`src/rtl/cache_pkg.sv`:
```
// Shared definitions for the I-cache refill path.
// Holds AXI4 burst/response/size encodings, the refill FSM state type and
// a helper that sizes the in-line word offset.
package cache_pkg;

   localparam logic [1:0] AXI_BURST_INCR = 2'b01;
   localparam logic [1:0] AXI_BURST_WRAP = 2'b10;
   localparam logic [1:0] AXI_RESP_OKAY  = 2'b00;
   localparam logic [2:0] AXI_SIZE_4B    = 3'b010;

   typedef enum logic [2:0] {
      ST_IDLE,
      ST_ADDR,
      ST_DATA,
      ST_DONE,
      ST_DRAIN
   } refill_state_e;

   // Bits needed to index a word within a cache line.
   function automatic int unsigned line_off_w(input int unsigned words);
      return $clog2(words);
   endfunction

endpackage

```
`src/rtl/icache_refill_axi.sv`:
```
// icache_refill_axi: turns one I-cache line miss into a single AXI4 read
// burst and streams the returned beats into the cache burst-write port.
// One outstanding line at a time.
//
// Ports:
//   clk, rst            clock; synchronous active-low reset
//   miss_valid/ready    miss handshake; miss_addr is the faulting fetch address
//   refill_done/err     one-cycle completion pulse (err: bad rresp or rlast)
//   ar*                 AXI4 read address channel (fixed ID, 4-byte beats)
//   r*                  AXI4 read data channel
//   cache_write_*       registered per-beat cache write (one-cycle latency)
//   crit_word_valid     pulse with the first cache write (feature build only)
//
// Build option: define ICACHE_CRITICAL_WORD_FIRST_EN for critical-word-first
// refill (WRAP burst starting at the missing word).
module icache_refill_axi
   import cache_pkg::*;
#(
   parameter int unsigned LINE_WORDS = 8,
   parameter logic [3:0]  AXI_ID     = 4'd0
) (
   input  logic        clk,
   input  logic        rst,
   input  logic        miss_valid,
   input  logic [31:0] miss_addr,
   output logic        miss_ready,
   output logic        refill_done,
   output logic        refill_err,
   output logic [3:0]  arid,
   output logic [31:0] araddr,
   output logic [7:0]  arlen,
   output logic [2:0]  arsize,
   output logic [1:0]  arburst,
   output logic        arvalid,
   input  logic        arready,
   input  logic [31:0] rdata,
   input  logic [1:0]  rresp,
   input  logic        rlast,
   input  logic        rvalid,
   output logic        rready,
`ifdef ICACHE_CRITICAL_WORD_FIRST_EN
   output logic        crit_word_valid,
`endif
   output logic        cache_write_en,
   output logic [31:0] cache_write_addr,
   output logic [31:0] cache_write_data
);

   localparam int unsigned      OFF_W     = line_off_w(LINE_WORDS);
   localparam logic [31:0]      LINE_MASK = 32'(LINE_WORDS * 4 - 1);
   localparam logic [OFF_W-1:0] LAST_BEAT = OFF_W'(LINE_WORDS - 1);

   refill_state_e    state_q, state_d;
   logic [31:0]      addr_q, addr_d;
   logic [OFF_W-1:0] cnt_q, cnt_d;
   logic             err_q, err_d;
   logic             drain_q, drain_d;
   logic             we_q, we_d;
   logic [31:0]      waddr_q, waddr_d;
   logic [31:0]      wdata_q, wdata_d;
   logic             crit_q, crit_d;
   logic [OFF_W-1:0] idx;
   logic             last_beat;

   // State and datapath registers
   always_ff @(posedge clk) begin
      if (!rst) begin
         state_q <= ST_IDLE;
         addr_q  <= '0;
         cnt_q   <= '0;
         err_q   <= 1'b0;
         drain_q <= 1'b0;
         we_q    <= 1'b0;
         waddr_q <= '0;
         wdata_q <= '0;
         crit_q  <= 1'b0;
      end else begin
         state_q <= state_d;
         addr_q  <= addr_d;
         cnt_q   <= cnt_d;
         err_q   <= err_d;
         drain_q <= drain_d;
         we_q    <= we_d;
         waddr_q <= waddr_d;
         wdata_q <= wdata_d;
         crit_q  <= crit_d;
      end
   end

   // Next-state logic; rlast never ends the burst, the beat count does.
   always_comb begin
      state_d = state_q;
      unique case (state_q)
         ST_IDLE:  if (miss_valid) state_d = ST_ADDR;
         ST_ADDR:  if (arready) state_d = ST_DATA;
         ST_DATA:  if (rvalid && last_beat) state_d = ST_DONE;
         ST_DONE:  state_d = drain_q ? ST_DRAIN : ST_IDLE;
         ST_DRAIN: if (rvalid && rlast) state_d = ST_IDLE;
         default:  state_d = ST_IDLE;
      endcase
   end

   // FSM outputs
   always_comb begin
      miss_ready  = (state_q == ST_IDLE);
      arvalid     = (state_q == ST_ADDR);
      rready      = (state_q == ST_DATA) || (state_q == ST_DRAIN);
      refill_done = (state_q == ST_DONE);
      refill_err  = (state_q == ST_DONE) && err_q;
   end

   // Beat counter, error tracking and cache write register
   always_comb begin
      last_beat = (cnt_q == LAST_BEAT);
`ifdef ICACHE_CRITICAL_WORD_FIRST_EN
      // Word index wraps inside the line starting at the critical word.
      idx = cnt_q + addr_q[OFF_W+1:2];
`else
      idx = cnt_q;
`endif
      addr_d  = addr_q;
      cnt_d   = cnt_q;
      err_d   = err_q;
      drain_d = drain_q;
      we_d    = 1'b0;
      waddr_d = waddr_q;
      wdata_d = wdata_q;
      crit_d  = 1'b0;
      unique case (state_q)
         ST_IDLE: begin
            if (miss_valid) begin
`ifdef ICACHE_CRITICAL_WORD_FIRST_EN
               addr_d = {miss_addr[31:2], 2'b00};
`else
               addr_d = miss_addr & ~LINE_MASK;
`endif
               cnt_d   = '0;
               err_d   = 1'b0;
               drain_d = 1'b0;
            end
         end
         ST_DATA: begin
            if (rvalid) begin
               we_d    = 1'b1;
               wdata_d = rdata;
               waddr_d = {addr_q[31:OFF_W+2], idx, 2'b00};
               cnt_d   = cnt_q + 1'b1;
               crit_d  = (cnt_q == '0);
               // rlast must appear exactly on the final beat.
               err_d   = err_q | (rresp != AXI_RESP_OKAY) | (rlast != last_beat);
               if (last_beat && !rlast) drain_d = 1'b1;
            end
         end
         ST_DONE: err_d = 1'b0;
         ST_DRAIN: if (rvalid && rlast) drain_d = 1'b0;
         default: ;
      endcase
   end

   assign arid             = AXI_ID;
   assign araddr           = addr_q;
   assign arlen            = 8'(LINE_WORDS - 1);
   assign arsize           = AXI_SIZE_4B;
`ifdef ICACHE_CRITICAL_WORD_FIRST_EN
   assign arburst          = AXI_BURST_WRAP;
   assign crit_word_valid  = crit_q;
`else
   assign arburst          = AXI_BURST_INCR;
   logic  unused_crit;
   assign unused_crit      = crit_q;
`endif
   assign cache_write_en   = we_q;
   assign cache_write_addr = waddr_q;
   assign cache_write_data = wdata_q;

endmodule

```
`config.mk`:
```
export PLATFORM = sky130hd
export DESIGN_NAME = icache_refill_axi
export DESIGN_NICKNAME = d
export VERILOG_FILES = /design/src/rtl/cache_pkg.sv /design/src/rtl/icache_refill_axi.sv
export SDC_FILE = /design/constraint.sdc
export NUM_CORES = 1
export LEC_CHECK = 0
export ABC_AREA = 1
export BUFFER_PORTS_ARGS = -buffer_cell sky130_fd_sc_hd__buf_2
export CORE_MARGIN = 1
export CORE_UTILIZATION = 45
export CTS_CLUSTER_SIZE = 30
export DETAILED_ROUTE_END_ITERATION = 10
export PLACE_DENSITY = 0.86
export SLEW_MARGIN = 20
export SYNTH_ARGS = -nofsm -noshare
export SYNTH_HDL_FRONTEND = slang
export SYNTH_SLANG_ARGS = --single-unit
```
`constraint.sdc`:
```
create_clock -name clk -period 1.75 [get_ports clk]
set_input_delay 0.35 -clock clk [delete_from_list [all_inputs] [get_ports clk]]
set_output_delay 0.35 -clock clk [all_outputs]
set_load 0.05 [all_outputs]
```
==> summary.txt <==
CORE AREA - 0.00822 sq mm
Hold Startpoint - rdata[16]
Crit Path Class - flip-flop to output port
vias in the first global route - 3366
worst setup margin - 0.0592 ns
CTS tree - yes
Max stage delay cell, worst path - dfxtp_4
hold_buf cts - 0
Clock Path Buffers - 2
routed wire length - 9760 um
slew margin rel. - 64.4%
startpoint types - flip-flop
routed len/inst - 12.8 um
clock root buffer - clkbuf_8
first-pass GRT wire length - 15200 um
clock latency at the later pin of the worst-skew pair - 0.34 ns
Post-Synthesis Cells - 501
status - complete, no violations
Clk pin slew, worst setup/hold paths - 0.09 ns
area leader, netlist - dfxtp_1
Setup Viol. Count Final - 0
setup TNS - 0 ns
area grow syn2layout - 28.7%
worst hold path class - input port to flip-flop
most frequent cells in the layout - buf_2 (156), nor2_1 (140), dfxtp_1 (96)
synth top area cells - dfxtp_1 (51%), nor2_1 (14%), o21ai_0 (8.4%)
Reg-to-Reg Start - state_q[0]
layout cells sized above 1 - 31.2%
Mean Syn Cell Area - 7.64 sq um
worst path cell trace - nor2_4, nand2_4, o21ai_2, buf_6
I/O Pins - 191
CTS Buf Count - 9
Ys Warns - 0
flops & latches, synth - 98
RSZ-0062 raised after global routing - yes
Leakage - 2.63 nW
largest net degree at the start of global routing - 36
initial antenna violation count - 0
hold_ws - 0.221 ns
Critical Path Fanout Max - 8
pwr/cell area - 1690 mW/mm^2
Die W - 94.3 um
RR Endpoint - cnt_q[2]
Netlist Area Pre-Place - 0.00383 sq mm
R2R depth - 7
nets@finish - 730
slowest stage delay, CP - 0.37 ns
Post-Place Setup Slack - 0.141 ns
Total GRT Usage - 21.7%
Critical Path AT - 1.34 ns
crit end category - output port
Final Hold Viols - 0
Slew @ Worst Pin - 0.532 ns
Tmin final - 1.69 ns
synth unique cells - 22
clock skew - 0.0106 ns
number of remaining DRC errors - 0
initial DRC count - 155
remaining antenna violation count after routing - 0
Max rail drop VDD - 0.881 mV
Tcrit/Tclk final - 96.6%
max-slew violations - 0
I/O Buffers - 161
worst setup path startpoint - state_q[0]
CTS Sinks - 98
Worst Hold End - cache_write_data[16]
Max-Cap Viols - 0
DRT Pass-1 Iters - 6
most common cell after layout, fill and taps aside - buf_2
via count - 3720
Die Ht - 94.3 um
reg2reg setup slack - 0.14 ns
num rows - 33
n_diodes - 0
detailed placement HPWL - 6880 um
Vias per Instance - 4.88
die area - 0.00888 sq mm
sequential area share after synthesis - 51.2%
Initial Util - 46.6%
# H-tree levels - 3
Worst EP required - 1.40 ns
gp weighted congestion - 0.877
cell count of the worst hold path - 3
f_max - 0.591 GHz
share of the synthesized area in the top cell type - 51.2%
gr ovfl total - 0
==> how the worst max path moves through the flow <==
stage	depth (start not counted)	slack [ns]	endpoint
6_report	4	0.06	rready
5_1_grt	4	-0.02	rready
4_1_cts	4	-0.01	miss_ready
3_5_place_dp	7	0.14	cnt_q[2]
3_3_place_gp	7	0.21	cnt_q[2]
2_1_floorplan	4	0.06	rready
==> power by group <==
part	internal [mW]	switching, mW
sequential	2.71	0.278
clock	0.834	0.728
combinational	0.932	2.84
total	4.47	3.85
==> cells in the mapped netlist <==
cell and count:
nand3_1 34, nor2_4 1, buf_2 8, o21ai_1 2, clkbuf_1 20, or2_1 1, inv_1 12, buf_6 1
nand2_1 47, nor3_1 4, a21oi_1 31, o21ai_0 64, inv_2 1, nor2_1 141, nand2_2 1, ha_1 3
nand2_4 1, a21oi_2 1, dfxtp_1 98, nor2_8 1, buf_4 27, conb_1 2
==> per-layer routing <==
metal	part of all wire, %	track usage (%)	vias to the layer above	routed length, um
met5	0	0	-	0
met2	50	38.2	151	4910
li1	-	-	1863	-
met1	43	25.7	1700	4150
met4	0.55	5.64	0	54
met3	6.5	6.15	6	638
==> critical path: cells and delay by family, from the launching register on <==
| family | cells | cell delay [ns] |
|---|---|---|
| AO/OA/AOI/OAI | 1 | 0.08 |
| flip-flops | 1 | 0.37 |
| AND/OR/NAND/NOR | 2 | 0.36 |
| buffers and inverters | 1 | 0.17 |
==> per-stage QoR <==
step | instance area [sq um] | util, % | power (mW) | cells
after CTS | 4870 | 59.3 | 8.21 | 759
after floorplan | 3920 | - | 5.83 | 523
final | 4930 | 60.0 | 8.32 | 763
after detailed placement | 4630 | 56.4 | 6.62 | 745
after global placement | 4630 | 56.4 | 6.52 | 745
after global routing | 4930 | 60.0 | 8.77 | 763
==> flip-flops by register name, summed over array words and instances (netlist names) <==
signal and cells:
araddr 27, cache_write_addr 30, cache_write_data 32, cache_write_en 1
cnt_q 3, drain_q 1, err_q 1, state_q 3
==> what timing repair did <==
item                       CTS  global route
gates cloned                 0             0
buffers inserted             0             4
resized for setup            8            11
pin swaps                    0             3
setup endpoints to repair    5             6
==> area by class of cell <==
cell class / instances / area (sq um)
fillers: 755 / 3290
flip-flops and latches: 98 / 1970
multi-input cells: 356 / 1600
repair buffers: 177 / 970
clock buffers: 10 / 138
well taps: 105 / 131
clock inverters: 4 / 76.3
inverters: 13 / 48.8
==> logic make-up after synthesis <==
family | share of synthesized area, %
AO/OA/AOI/OAI | 12.9
adder cells (fa/ha/maj) | 0.980
buffers and inverters | 9.87
flip-flops | 51.2
other | 0.196
AND/OR/NAND/NOR | 24.8
Power figures use the tool's default switching activity.
